File: config.mk
export PLATFORM = sky130hd
export DESIGN_NAME = operand_entry_sequencer_flat
export DESIGN_NICKNAME = d
export VERILOG_FILES = /design/src/rtl/operand_entry_sequencer_if.sv /design/src/rtl/operand_entry_sequencer.sv /design/src/flat_wrapper.sv
export SDC_FILE = /design/constraint.sdc
export NUM_CORES = 1
export LEC_CHECK = 0
export ABC_AREA = 1
export BUFFER_PORTS_ARGS = -buffer_cell sky130_fd_sc_hd__buf_2
export CAP_MARGIN = 25
export CORE_MARGIN = 4
export CORE_UTILIZATION = 40
export DETAILED_ROUTE_END_ITERATION = 10
export GPL_ROUTABILITY_DRIVEN = 1
export PLACE_DENSITY = 0.7
export SETUP_SLACK_MARGIN = 0.3
export SLEW_MARGIN = 15
export SYNTH_ARGS = -nofsm -noshare
export SYNTH_HDL_FRONTEND = slang
export SYNTH_SLANG_ARGS = --single-unit
File: constraint.sdc
create_clock -name clock -period 2.23 [get_ports clock]
set_clock_uncertainty 0.05 [all_clocks]
set_input_delay 0.223 -clock clock [delete_from_list [all_inputs] [get_ports clock]]
set_output_delay 0.223 -clock clock [all_outputs]
set_load 0.1 [all_outputs]
File: src/rtl/operand_entry_sequencer_if.sv
// Operand-entry bus: raw button and switch inputs, captured operands and a valid/ready handshake.
interface operand_entry_sequencer_if #(
    parameter int unsigned WIDTH = 8
);
    logic             key_n;
    logic [WIDTH-1:0] sw_data;
    logic             sw_carry;
    logic [WIDTH-1:0] x;
    logic [WIDTH-1:0] y;
    logic             carry_in;
    logic             operands_valid;
    logic             operands_ready;
    logic [1:0]       state;

    // Sequencer side
    modport master (
        input  key_n, sw_data, sw_carry, operands_ready,
        output x, y, carry_in, operands_valid, state
    );

    // Board / downstream side
    modport slave (
        output key_n, sw_data, sw_carry, operands_ready,
        input  x, y, carry_in, operands_valid, state
    );
endinterface

File: src/rtl/operand_entry_sequencer.sv
// Operand-entry sequencer: debounces an active-low push-button and steps through
// X capture, Y/carry capture and a valid/ready hand-off to the adder stage.
module operand_entry_sequencer #(
    parameter int unsigned WIDTH           = 8,
    parameter int unsigned DEBOUNCE_CYCLES = 50000
) (
    input logic                      clock,
    input logic                      reset,
    operand_entry_sequencer_if.master bus
);

    localparam int unsigned CW = $clog2(DEBOUNCE_CYCLES + 1);
    localparam logic [CW-1:0] CntLast = CW'(DEBOUNCE_CYCLES - 1);

    typedef enum logic [1:0] {
        StLoadX = 2'b00,
        StLoadY = 2'b01,
        StValid = 2'b10
    } state_e;

    logic          sync1_q, sync2_q;
    logic          debounced_q;
    logic [CW-1:0] cnt_q;
    logic          press_q;

    state_e           state_q, state_d;
    logic [WIDTH-1:0] x_q, x_d;
    logic [WIDTH-1:0] y_q, y_d;
    logic             carry_q, carry_d;
    logic             valid_q, valid_d;

    // Two-flop synchroniser for the asynchronous button; idles at released (1).
    always_ff @(posedge clock or posedge reset) begin
        if (reset) begin
            sync1_q <= 1'b1;
            sync2_q <= 1'b1;
        end else begin
            sync1_q <= bus.key_n;
            sync2_q <= sync1_q;
        end
    end

    // Debounce: accept a level only after DEBOUNCE_CYCLES consecutive differing samples;
    // a falling debounced level registers a one-cycle press pulse.
    always_ff @(posedge clock or posedge reset) begin
        if (reset) begin
            debounced_q <= 1'b1;
            cnt_q       <= '0;
            press_q     <= 1'b0;
        end else begin
            press_q <= 1'b0;
            if (sync2_q == debounced_q) begin
                cnt_q <= '0;
            end else if (cnt_q == CntLast) begin
                debounced_q <= sync2_q;
                cnt_q       <= '0;
                press_q     <= ~sync2_q;
            end else begin
                cnt_q <= cnt_q + 1'b1;
            end
        end
    end

    // FSM and operand registers.
    always_ff @(posedge clock or posedge reset) begin
        if (reset) begin
            state_q <= StLoadX;
            x_q     <= '0;
            y_q     <= '0;
            carry_q <= 1'b0;
            valid_q <= 1'b0;
        end else begin
            state_q <= state_d;
            x_q     <= x_d;
            y_q     <= y_d;
            carry_q <= carry_d;
            valid_q <= valid_d;
        end
    end

    // Next-state: capture switches on press, hold the set in VALID until accepted.
    always_comb begin
        state_d = state_q;
        x_d     = x_q;
        y_d     = y_q;
        carry_d = carry_q;
        valid_d = valid_q;
        case (state_q)
            StLoadX: begin
                valid_d = 1'b0;
                if (press_q) begin
                    x_d     = bus.sw_data;
                    state_d = StLoadY;
                end
            end
            StLoadY: begin
                valid_d = 1'b0;
                if (press_q) begin
                    y_d     = bus.sw_data;
                    carry_d = bus.sw_carry;
                    valid_d = 1'b1;
                    state_d = StValid;
                end
            end
            StValid: begin
                valid_d = 1'b1;
                if (valid_q && bus.operands_ready) begin
                    valid_d = 1'b0;
                    state_d = StLoadX;
                end
            end
            default: begin
                // Encoding 11 is unreachable; recover cleanly.
                valid_d = 1'b0;
                state_d = StLoadX;
            end
        endcase
    end

    assign bus.x              = x_q;
    assign bus.y              = y_q;
    assign bus.carry_in       = carry_q;
    assign bus.operands_valid = valid_q;
    assign bus.state          = state_q;

endmodule

File: src/flat_wrapper.sv
// flat-port wrapper written by rule: the top's interface ports become plain ports
module operand_entry_sequencer_flat 
#(
    parameter int unsigned WIDTH           = 8,
    parameter int unsigned DEBOUNCE_CYCLES = 50000
)
  (clock, reset, bus_key_n, bus_sw_data, bus_sw_carry, bus_operands_ready, bus_x, bus_y, bus_carry_in, bus_operands_valid, bus_state);
  operand_entry_sequencer_if #(.WIDTH(WIDTH)) bus_i ();
  input logic clock;
  input logic reset;
  input wire logic [$bits(bus_i.key_n)-1:0] bus_key_n;
  input wire logic [$bits(bus_i.sw_data)-1:0] bus_sw_data;
  input wire logic [$bits(bus_i.sw_carry)-1:0] bus_sw_carry;
  input wire logic [$bits(bus_i.operands_ready)-1:0] bus_operands_ready;
  output wire logic [$bits(bus_i.x)-1:0] bus_x;
  output wire logic [$bits(bus_i.y)-1:0] bus_y;
  output wire logic [$bits(bus_i.carry_in)-1:0] bus_carry_in;
  output wire logic [$bits(bus_i.operands_valid)-1:0] bus_operands_valid;
  output wire logic [$bits(bus_i.state)-1:0] bus_state;
  assign bus_i.key_n = bus_key_n;
  assign bus_i.sw_data = bus_sw_data;
  assign bus_i.sw_carry = bus_sw_carry;
  assign bus_i.operands_ready = bus_operands_ready;
  assign bus_x = bus_i.x;
  assign bus_y = bus_i.y;
  assign bus_carry_in = bus_i.carry_in;
  assign bus_operands_valid = bus_i.operands_valid;
  assign bus_state = bus_i.state;
  operand_entry_sequencer #(.WIDTH(WIDTH), .DEBOUNCE_CYCLES(DEBOUNCE_CYCLES)) u_core (.clock(clock), .reset(reset), .bus(bus_i));
endmodule
==> flow_metrics.py <==
metrics = {
    "drt": {
        "drt_pre_antenna_iters": 4,
        "routed_wl_mm": 3.81,
        "drt-vias-per-instance": 4.53,
        "ant_nets": 0,
        "wl_per_cell_um": 11.7,
        "drc": 0,
        "drt_iter0_drc": 104,
        "vias": 1472,
    },
    "worst_setup_path": {
        "max_stage_delay_ns": 0.39,
        "path_cells": "inv_1 > ha_1 > nand2_1 > mux2_2",
        "critical_path.slowest_cell": "mux2_2",
        "cp_data_arrival_time_ns": 1.72,
        "cp.required_ns": 2.37,
        "crit_path_start_kind": "flop",
        "critPathKind": "flop to flop",
        "endpoint_kind": "flop",
        "path_max_fanout": 18,
        "path_delay_family": "multiplexers",
        "critPathBufInv": 1,
    },
    "worst_hold_path": {
        "min_path_type": "input pin to flop",
    },
    "cts": {
        "cts_made_buffers": 5,
        "clock-sinks": 40,
        "cts_tree": "yes",
        "clock_latency_ns": 0.29,
        "clk_pin_slew_ns": 0.08,
        "h-tree-depth": 2,
        "cts_resized": 0,
        "root_buffer": "clkbuf_8",
        "cts.path.max_buffers": 2,
    },
    "sta": {
        "hold_viol": 0,
        "fin_crit_ns": 1.59,
        "slew_headroom_pct": 67.6,
        "final_max_slew_viol_count": 0,
        "final.setup.tns_ns": 0,
        "rsz0062_at_grt": "false",
        "finalSetupViolations": 0,
        "fmax_ghz": 0.631,
        "worst_pin_slew_ns": 0.486,
        "fin_crit_sh_pct": 71.1,
    },
    "logic_synthesis": {
        "yosys.area_share.simple_pct": 26.5,
        "synth.distinct_cells": 30,
        "syn_nets": 236,
        "syn_area_um2": 1940,
        "yosysTopAreaCellShare_pct": 47.7,
        "syn_avg_cell_area_um2": 8.95,
        "synth_xor_area_share_pct": 3.09,
        "synth_compound_area_share_pct": 8.18,
        "synth_top_family_by_area": "simple AND/OR/NAND/NOR gates",
        "synth-seq-cells": 40,
        "synthAdderAreaFrac_pct": 3.87,
        "yosysSeqAreaShare_pct": 51.7,
        "synthMuxAreaShare_pct": 0.580,
        "yosysWarnings": 0,
        "synth.area.top_cells": "dfrtp_1 48%, nand2_1 8.3%, nor2_1 5.2%",
        "yosys.area.top_type": "dfrtp_1",
        "netlist_instances": 217,
    },
    "global_route": {
        "grt_pass1_vias": 1471,
        "grt_max_degree": 41,
        "antenna_found_initial": 0,
        "grt_pass1_wl_mm": 6.83,
        "track_usage_pct": 14.1,
        "grt_overflow": 0,
    },
    "power": {
        "leakage_nw": 1.11,
        "ir_worst_vdd_mv": 0.389,
        "power.density_nw_per_um2": 607,
    },
    "placed_design": {
        "dp_hpwl_mm": 2.83,
        "numPortBuffers": 32,
        "routabilityCongestion": 0.848,
    },
    "cells_and_area": {
        "layout-drive-gt1-share_pct": 27.9,
        "fill_cells": 443,
        "fin_util_pct": 49.2,
        "n_antenna_cell": 0,
        "syn2layout_area_growth_pct": 19.7,
        "fin_nets": 276,
    },
    "floorplanning": {
        "die_h_um": 77.7,
        "die-area_um2": 6030,
        "dieWidth_um": 77.7,
        "num_io_pins": 33,
        "coreArea_um2": 4720,
        "rows": 25,
        "initial_utilization_pct": 41.1,
    },
    "flow_run": {
        "cap_violations": 0,
    },
    "run_status": {
        "status": "finished clean",
    },
}
==> worst register-to-register path, stage by stage, from the launching register on <==
cell	delay, ns
dfrtp_2	0.37
inv_1	0.10
ha_1	0.21
nand2_1	0.36
mux2_2	0.39
==> report_power, final <==
group	internal, W	switching (W)
Sequential	0.000733	0.00000755
Combinational	0.0000208	0.0000415
Clock	0.000337	0.000269
==> worst paths after layout <==
kind	start	to	slack (ns)	cells past startpoint
min in group asynchronous	reset	u_core.cnt_q[7]	0.54	4
worst min register to register	u_core.sync1_q	u_core.sync2_q	0.31	0
worst max register to register	u_core.bus.state[1]	u_core.bus.carry_in	0.64	4
worst max-delay path	u_core.bus.state[1]	u_core.bus.carry_in	0.64	4
max in group asynchronous	reset	u_core.debounced_q	1.23	4
worst min-delay path	bus_sw_carry	u_core.bus.carry_in	0.11	2
==> sequential cells by signal, summed over array words and instances (netlist names) <==
register                   cells
u_core.bus.x                   8
u_core.cnt_q                  16
u_core.debounced_q             1
u_core.bus.state               2
u_core.sync1_q                 1
u_core.press_q                 1
u_core.bus.carry_in            1
u_core.bus.operands_valid      1
u_core.sync2_q                 1
u_core.bus.y                   8
==> synth_stat cells (all sizes together) <==
cell type and instances:
ha 6, nor3b 2, a21boi 1, xor2 6, nand2 47, nand3 12
nand3b 1, dfrtp 37, clkbuf 2, a21oi 5, nor3 2, nand4 3
inv 29, dfstp 3, mux2 1, a31oi 1, o21bai 1, o21ai 21
nor2 37
==> timing repair <==
action,in CTS,in global routing
buffers inserted,0,0
hold buffers,2,0
hold endpoints to repair,2,0
==> layer usage <==
layer	global-route usage, %	part of all wire [%]	up-vias
met5	0	0	-
met4	5.87	2.5	0
met3	2.55	2.7	9
met2	22.7	49	22
met1	18.6	46	682
li1	-	-	759
==> cells in the final DEF, fill, tap and decap left out, types with 5 or more instances in the layout <==
cell / Yosys / layout
clkbuf_8: 0 / 5
nor2_1: 27 / 27
nand3_1: 10 / 10
inv_1: 26 / 26
xor2_1: 5 / 5
nor2_2: 9 / 9
buf_2: 0 / 32
nand2_1: 43 / 43
ha_1: 6 / 6
dfrtp_1: 37 / 35
o21ai_0: 19 / 19
==> cell families (layout without fill, tap and decap cells) <==
family / after synthesis / count (layout)
fa+ha+maj: 6 / 6
compound gates: 29 / 29
xor+xnor: 6 / 6
mux: 1 / 1
buf+inv: 31 / 72
flops: 40 / 40
simple gates: 104 / 104
==> final cells by class <==
cell class	count	area, um2	area share, %
flip-flops and latches	40	1010	43.3
multi-input cells	146	821	35.3
repair buffers	35	188	8.08
inverters	29	109	4.68
well taps	67	83.8	3.61
clock buffers	5	68.8	2.96
clock inverters	3	46.3	1.99
==> through the flow <==
| step | area [um2] | total power [W] | std cells | hold slack, ns | setup slack, ns |
|---|---|---|---|---|---|
| 2_1_floorplan | 1940 | 0.000794 | 217 | 0.177 | 0.447 |
| 3_3_place_gp | 2190 | 0.000816 | 315 | 0.280 | 0.699 |
| 3_5_place_dp | 2190 | 0.000817 | 315 | 0.279 | 0.653 |
| 4_1_cts | 2320 | 0.00143 | 325 | 0.100 | 0.638 |
| 5_1_grt | 2320 | 0.00147 | 325 | 0.101 | 0.512 |
| 6_report | 2320 | 0.00141 | 325 | 0.112 | 0.645 |
Power figures use the tool's default switching activity.
